**config.mk**
```make
export PLATFORM = sky130hd
export DESIGN_NAME = stack_controller
export DESIGN_NICKNAME = d
export VERILOG_FILES = /design/src/rtl/stack_controller.sv
export SDC_FILE = /design/constraint.sdc
export NUM_CORES = 1
export LEC_CHECK = 0
export ABC_AREA = 1
export CAP_MARGIN = 20
export CORE_UTILIZATION = 43
export DETAILED_ROUTE_END_ITERATION = 8
export PLACE_DENSITY = 0.92
export SYNTH_ARGS = -nofsm -noshare
export SYNTH_HDL_FRONTEND = slang
export SYNTH_SLANG_ARGS = --single-unit
```
**constraint.sdc**
```tcl
create_clock -name clock -period 2.1 [get_ports clock]
set_input_delay 0.21 -clock clock [delete_from_list [all_inputs] [get_ports clock]]
set_output_delay 0.21 -clock clock [all_outputs]
set_load 0.01 [all_outputs]
```
**src/rtl/stack_controller.sv**
```systemverilog
// Stack-region sequencer for PUSH/POP/CALL/RET: owns occupancy count and stack addressing.
// Latency: done two cycles after an accepted req with memAck in the first strobe cycle, one cycle after a rejected req.
// Backpressure: holds memW/memR, memAddr and memWData until memAck; req is only sampled in IDLE, so busy gates new work.
//
// Ports:
//   clock, reset          rising-edge clock, asynchronous active-low reset
//   req, op               operation request (00 PUSH, 01 POP, 10 CALL, 11 RET), sampled in IDLE
//   pushData, returnAddr  write data for PUSH / CALL, latched on acceptance
//   flush                 clears occupancy, IDLE only, takes priority over req
//   busy, done, error     status; error qualifies done for overflow/underflow
//   popData               data read by POP/RET, held until the next done
//   fullFlag, emptyFlag   occupancy decode
//   memAddr, memWData, memW, memR, memAck, memRData   stack memory handshake
module stack_controller #(
   parameter int                      DATA_WIDTH = 16,
   parameter int                      ADDR_WIDTH = 16,
   parameter int                      DEPTH      = 8,
   parameter logic [ADDR_WIDTH-1:0]   STACK_BASE = 16'h00F0
) (
   input  logic                  clock,
   input  logic                  reset,
   input  logic                  req,
   input  logic [1:0]            op,
   input  logic [DATA_WIDTH-1:0] pushData,
   input  logic [DATA_WIDTH-1:0] returnAddr,
   input  logic                  flush,
   output logic                  busy,
   output logic                  done,
   output logic                  error,
   output logic [DATA_WIDTH-1:0] popData,
   output logic                  fullFlag,
   output logic                  emptyFlag,
   output logic [ADDR_WIDTH-1:0] memAddr,
   output logic [DATA_WIDTH-1:0] memWData,
   output logic                  memW,
   output logic                  memR,
   input  logic                  memAck,
   input  logic [DATA_WIDTH-1:0] memRData
);

   localparam int CW = $clog2(DEPTH + 1);

   localparam logic [1:0] OP_PUSH = 2'b00;
   localparam logic [1:0] OP_CALL = 2'b10;

   typedef enum logic [1:0] {
      S_IDLE  = 2'd0,
      S_WRITE = 2'd1,
      S_READ  = 2'd2,
      S_DONE  = 2'd3
   } state_t;

   state_t                 state_q, state_d;
   logic [CW-1:0]          count_q, count_d;
   logic                   err_q, err_d;
   logic [DATA_WIDTH-1:0]  pop_q, pop_d;
   logic [ADDR_WIDTH-1:0]  addr_q, addr_d;
   logic [DATA_WIDTH-1:0]  wdata_q, wdata_d;

   logic                   is_write;
   logic                   full;
   logic                   empty;
   logic [ADDR_WIDTH-1:0]  count_ext;

   // PUSH and CALL both write; POP and RET both read (op[0] selects the direction).
   assign is_write  = (op == OP_PUSH) || (op == OP_CALL);
   assign full      = (count_q == CW'(DEPTH));
   assign empty     = (count_q == '0);
   assign count_ext = ADDR_WIDTH'(count_q);

   always_ff @(posedge clock or negedge reset) begin
      if (!reset) begin
         state_q <= S_IDLE;
         count_q <= '0;
         err_q   <= 1'b0;
         pop_q   <= '0;
         addr_q  <= '0;
         wdata_q <= '0;
      end else begin
         state_q <= state_d;
         count_q <= count_d;
         err_q   <= err_d;
         pop_q   <= pop_d;
         addr_q  <= addr_d;
         wdata_q <= wdata_d;
      end
   end

   always_comb begin
      state_d = state_q;
      count_d = count_q;
      err_d   = err_q;
      pop_d   = pop_q;
      addr_d  = addr_q;
      wdata_d = wdata_q;

      unique case (state_q)
         S_IDLE: begin
            if (flush) begin
               count_d = '0;
            end else if (req) begin
               if ((is_write && full) || (!is_write && empty)) begin
                  // Rejected: report straight away, no memory traffic.
                  err_d   = 1'b1;
                  pop_d   = '0;
                  state_d = S_DONE;
               end else if (is_write) begin
                  err_d   = 1'b0;
                  wdata_d = (op == OP_CALL) ? returnAddr : pushData;
                  addr_d  = STACK_BASE + count_ext;
                  state_d = S_WRITE;
               end else begin
                  // Top of stack is the entry just below the next free slot.
                  err_d   = 1'b0;
                  addr_d  = STACK_BASE + count_ext - ADDR_WIDTH'(1);
                  state_d = S_READ;
               end
            end
         end
         S_WRITE: begin
            if (memAck) begin
               count_d = count_q + CW'(1);
               state_d = S_DONE;
            end
         end
         S_READ: begin
            if (memAck) begin
               pop_d   = memRData;
               count_d = count_q - CW'(1);
               state_d = S_DONE;
            end
         end
         S_DONE: begin
            state_d = S_IDLE;
         end
         default: begin
            state_d = S_IDLE;
         end
      endcase
   end

   // Strobes decode from state so an asynchronous reset drops them immediately.
   assign busy      = (state_q != S_IDLE);
   assign done      = (state_q == S_DONE);
   assign error     = (state_q == S_DONE) && err_q;
   assign memW      = (state_q == S_WRITE);
   assign memR      = (state_q == S_READ);
   assign memAddr   = addr_q;
   assign memWData  = wdata_q;
   assign popData   = pop_q;
   assign fullFlag  = full;
   assign emptyFlag = empty;

endmodule

```
# Word level (Yosys, flattened, before mapping)
# Cells that the tools add are included.
[classes]
addsub = 4
eq_ne = 12
muxes = 18
n_bitwise = 2
reduce_logical = 19
[op_table]
columns = ["cell", "count"]
rows = [
  ["$mux W16", 6],
  ["$pmux W16 S2", 1],
  ["$mux W4", 3],
  ["$pmux W4 S3", 1],
  ["$mux W2", 5],
  ["$reduce_and A5 Y1", 2],
  ["$sub A9 B1 Y10 const B", 1],
  ["$add A8 B4 Y9 const A", 1],
  ["$ne A2 B2 Y1 const B", 4],
  ["$reduce_and A4 Y1", 2],
  ["$eq A2 B2 Y1 const B", 3],
  ["$ne A2 B1 Y1 const B", 3],
  ["$pmux W2 S3", 1],
  ["$reduce_and A3 Y1", 2],
  ["$add A4 B1 Y4 const B", 1],
  ["$eq A4 B4 Y1 const B", 1],
  ["$logic_not A2 Y1", 2],
  ["$logic_not A4 Y1", 1],
  ["$reduce_bool A2 Y1", 2],
  ["$sub A4 B1 Y4 const B", 1],
  ["$logic_and A1 B1 Y1", 3],
  ["$reduce_bool A3 Y1", 1],
  ["$eq A2 B1 Y1 const B", 1],
  ["$logic_or A1 B1 Y1", 2],
  ["4 further kinds", 5],
]
[word_totals]
reg_bits = 55
input_bits = 55
out_inout_bits = 55
wordCells = 61

# Logic depth before layout (Yosys ltp)
[depth]
word_depth = 9
depth_mapped = 11
mapped_depth_nobuf = 11

# Worst setup path before layout
# Ideal clock, no wire load.
[synth_timing]
path_type = "register to register"
from = "register state_q[0]"
to = "register count_q[2]"
setup_ns = 0.126
arrival_time_ns = 1.493
t_required_ns = 1.974
path_slack_ns = 0.481
path_stages_with_launch = 10
path_buffers = 0
synth_period_minus_slack_ns = 1.619
cell_sequence = "dfrtp_1 -> inv_1 -> ha_1 -> nand2_1 -> and2_1 -> ha_1 -> o21bai_1 -> nand2_1 -> nand2_1 -> o21ai_0"
[synth_between]
elab_chain_len = 3
word_cells_on_any_way = 9
cone_classes = "eq/ne (5); mux (1); reduce/logical (3)"
[synth_lines]
columns = ["item", "line", "source"]
rows = [
  ["from (decl)", "53", "state_t state_q, state_d;"],
  ["from (signal assigned)", "80", "state_q <= state_d;"],
  ["$eq A2 B2 Y1 (*)", "--", ""],
  ["net memR", "36", "output logic memR,"],
  ["$ne A2 B1 Y1 (no line) / $reduce_bool A3 Y1 (equally long branches)", "--", ""],
  ["$reduce_and A4 Y1 (no line)", "--", ""],
  ["to (signal assigned)", "81", "count_q <= count_d;"],
  ["to (decl)", "54", "logic [CW-1:0] count_q, count_d;"],
]
# Mark *: on every way through the listed nets, which the timed path passes. The rest lies on a longest branch.
# A chain may end at the register's enable or synchronous reset.

# Worst setup path after layout
[layout_timing]
from = "register state_q[0]"
to = "output busy"
[layout_between]
elab_chain_len = 1
[layout_lines]
columns = ["item", "line", "source"]
rows = [
  ["$reduce_bool A2 Y1", "143", "assign busy = (state_q != S_IDLE);"],
  ["to (decl)", "27", "output logic busy,"],
]
# No other way between the ends.

==> key figures <==
Logic synthesis
  – Mean post-synth cell area: 7.50 um2
  – Top cells by area, synth: dfrtp_1, nand2_1, inv_1
  – Seq cells post-synth: 45
  – Simple-gate share of the synthesized area: 27.5%
  – Top-count cell post-synth: nand2_1
  – Post-Syn Area: 0.00256 mm2
  – Synth top area share: 44.0%
  – XOR/XNOR Fraction of Synth Area: 0.685%
  – Synth cell types: 26
  – Proportion of synthesized area in mux cells: 0%
  – Synthesized instance count: 341
  – Largest family of logic cells by synthesized area: simple AND/OR/NAND/NOR gates
  – Sequential area share after synthesis: 44.0%
  – Synth area leader: dfrtp_1
  – Dominant synthesized flop cell: dfrtp_1
  – EDFF count, synth: 0
  – Yosys warning count: 0
  – Post-synthesis adder-cell area fraction: 3.91%
  – Share of flip-flops with an asynchronous set or reset: 100%
  – Top post-synthesis cells by count: nand2_1, inv_1, dfrtp_1
  – Synth Area in Compound Gates: 9.00%

Min path
  – Worst Hold Class: primary input to asynchronous set/reset pin

Worst setup path
  – Critical path capture point type: output pin
  – Reg2Reg Setup Slack: 0.15 ns
  – Required @ worst endpoint: 1.89 ns
  – Critical path's largest stage delay: 0.57 ns
  – CP Cell Sequence: inv_1, ha_1, inv_2, clkdlybuf4s50_1
  – Worst Path Max Fanout: 5
  – Critical path's slowest cell: clkdlybuf4s50_1
  – CP bufs+invs: 3
  – Crit Path Class: flop to output pin
  – CP Launch Type: flop
  – Crit path DAT: 1.80 ns
  – Largest delay contributor family on the critical path: buffers and inverters

Floorplanning
  – Chip height: 79.1 um
  – Die Wd: 79.1 um
  – # IOs: 110
  – Core Area: 0.00561 mm2
  – Initial Utilization: 45.6%
  – Row cnt: 27
  – DIE AREA: 0.00626 mm2

Power and ir drop
  – LEAKAGE: 1.98 nW
  – Peak supply drop: 486 uV
  – Power Dens Cells: 1310 mW/mm2

Global route
  – Largest net degree at the start of global routing: 33
  – First-pass GRT wire length: 10,300 um
  – Tot GR Track Use: 20.7%
  – Antenna violations before repair: 0
  – Vias in the first global route: 2,341
  – Gr ovfl total: 0

Placed design
  – DP HPWL: 4730 um
  – Global placer's final weighted congestion: 0.831
  – Dpl cells: 501
  – Port bufs: 101

STA
  – Setup TNS: 0 ns
  – Highest clock rate: 497 MHz
  – Final Cycle Share: 95.7%
  – Clock Skews: 0.00599 ns
  – Final worst path period need: 2.01 ns
  – Endpoints failing hold: 0
  – Max-slew violations: 0
  – Final setup violation count: 0
  – RSZ-0062 raised after global routing: false

Clock network
  – Later-pin clock latency in the skew report: 0.29 ns
  – CTS tree: built
  – Clock tree buffer depth: 2
  – Reg clk slew, reported paths: 0.09 ns
  – Post-CTS Setup Inserts: 0
  – H-tree depth: 2
  – Num CTS Buffers: 5
  – Root buffer cell: clkbuf_8
  – CTS sink count: 45

Drt
  – Routed vias: 2,430
  – DR pass1 iterations: 4
  – WL final: 6100 um
  – Avg WL per Cell: 12.0 um
  – Routed Antenna Nets: 0
  – # DRC: 0
  – Drt via density: 4.76
  – DRT iter0 DRCs: 88

Finish
  – Post-layout util: 65.8%
  – Fill count: 507
  – Layout Nets: 500
  – Final non-filler cell total: 510
  – Diodes inserted: 0
  – Layout area overhead: 44.2%
  – Layout cells sized above 1: 5.48%

Flow run
  – Max_cap viols: 0

Run status
  – Status: completed
[area by class of cell]
cell class              instances  area, um2  area share, %
clock buffers                   5       68.8           1.87
clock inverters                 3       46.3           1.26
inverters                      57        214           5.80
multi-input cells             222       1090           29.6
flip-flops and latches         45       1130           30.6
well taps                      72       90.1           2.44
repair buffers                106       1050           28.5
[logic make-up (layout without fill, tap and decap cells)]
family | count (synthesis) | in the layout
XOR/XNOR | 2 | 2
other | 1 | 8
adder cells (fa/ha/maj) | 8 | 8
AND/OR/NAND/NOR | 159 | 159
buffers and inverters | 81 | 171
AO/OA/AOI/OAI | 45 | 45
flip-flops | 45 | 45
[worst register-to-register path: stages (launching register included)]
cell     delay (ns)
dfrtp_1        0.43
inv_1          0.13
ha_1           0.29
o21ai_0        0.19
nor2_4         0.36
nand3_4        0.26
nand2_1        0.13
nand2_1        0.05
[worst paths after layout]
kind,startpoint,end,cells after the start
setup reg to reg,state_q[0],popData[7],7
min in group clock,popData[5],popData[5],2
setup / recovery,state_q[0],busy,4
hold / removal,reset,popData[12],2
hold reg to reg,popData[5],popData[5],2
max in group asynchronous,reset,count_q[1],3
[routing by layer]
metal,vias to the layer above,GRT usage (%),wire [um]
met5,-,0,0
met4,0,5.45,70
met3,8,5.17,440
met2,90,38.1,3090
met1,1100,23.7,2500
li1,1232,-,-
[timing repair]
| item | CTS | global route |
|---|---|---|
| hold buffers | 1 | 0 |
| hold endpoints to repair | 17 | 0 |
| resized for setup | 1 | 5 |
| endpoints found under the setup margin | 1 | 2 |
[state kept, by name, indices dropped and copies added (netlist names)]
name,flops
memWData,16
popData,16
memAddr,6
count_q,4
state_q,2
err_q,1
[power by group]
part           switching (mW)  total, mW  internal, mW
registers               0.271       1.54          1.26
logic                    1.37       2.62          1.25
clock network           0.304      0.661         0.356
[metrics by stage]
step / total power, mW / setup WS [ns] / area (um2) / hold WS [ns]
4_1_cts: 4.85 / 0.0106 / 3670 / 0.365
3_3_place_gp: 4.05 / 0.279 / 3550 / 0.145
6_report: 4.82 / 0.0895 / 3690 / 0.356
3_5_place_dp: 4.16 / 0.169 / 3550 / 0.152
2_1_floorplan: 2.97 / 0.481 / 2580 / -0.0856
5_1_grt: 5.21 / 0.0102 / 3690 / 0.412
[placed cells by master, fill, tap and decap left out, types with 2 or more instances in the layout]
cell type        instances
o21ai_1                 20
clkdlybuf4s50_1         98
nand2_1                115
nand3_2                  4
nand4_1                 16
conb_1                   8
inv_1                   55
dlymetal6s2s_1           2
dfrtp_1                 44
buf_4                    4
ha_1                     7
clkbuf_8                 5
nand3_1                  9
inv_2                    2
nor2_1                  11
o21ai_0                 22
Note: power is estimated with default switching activity, not from simulation.
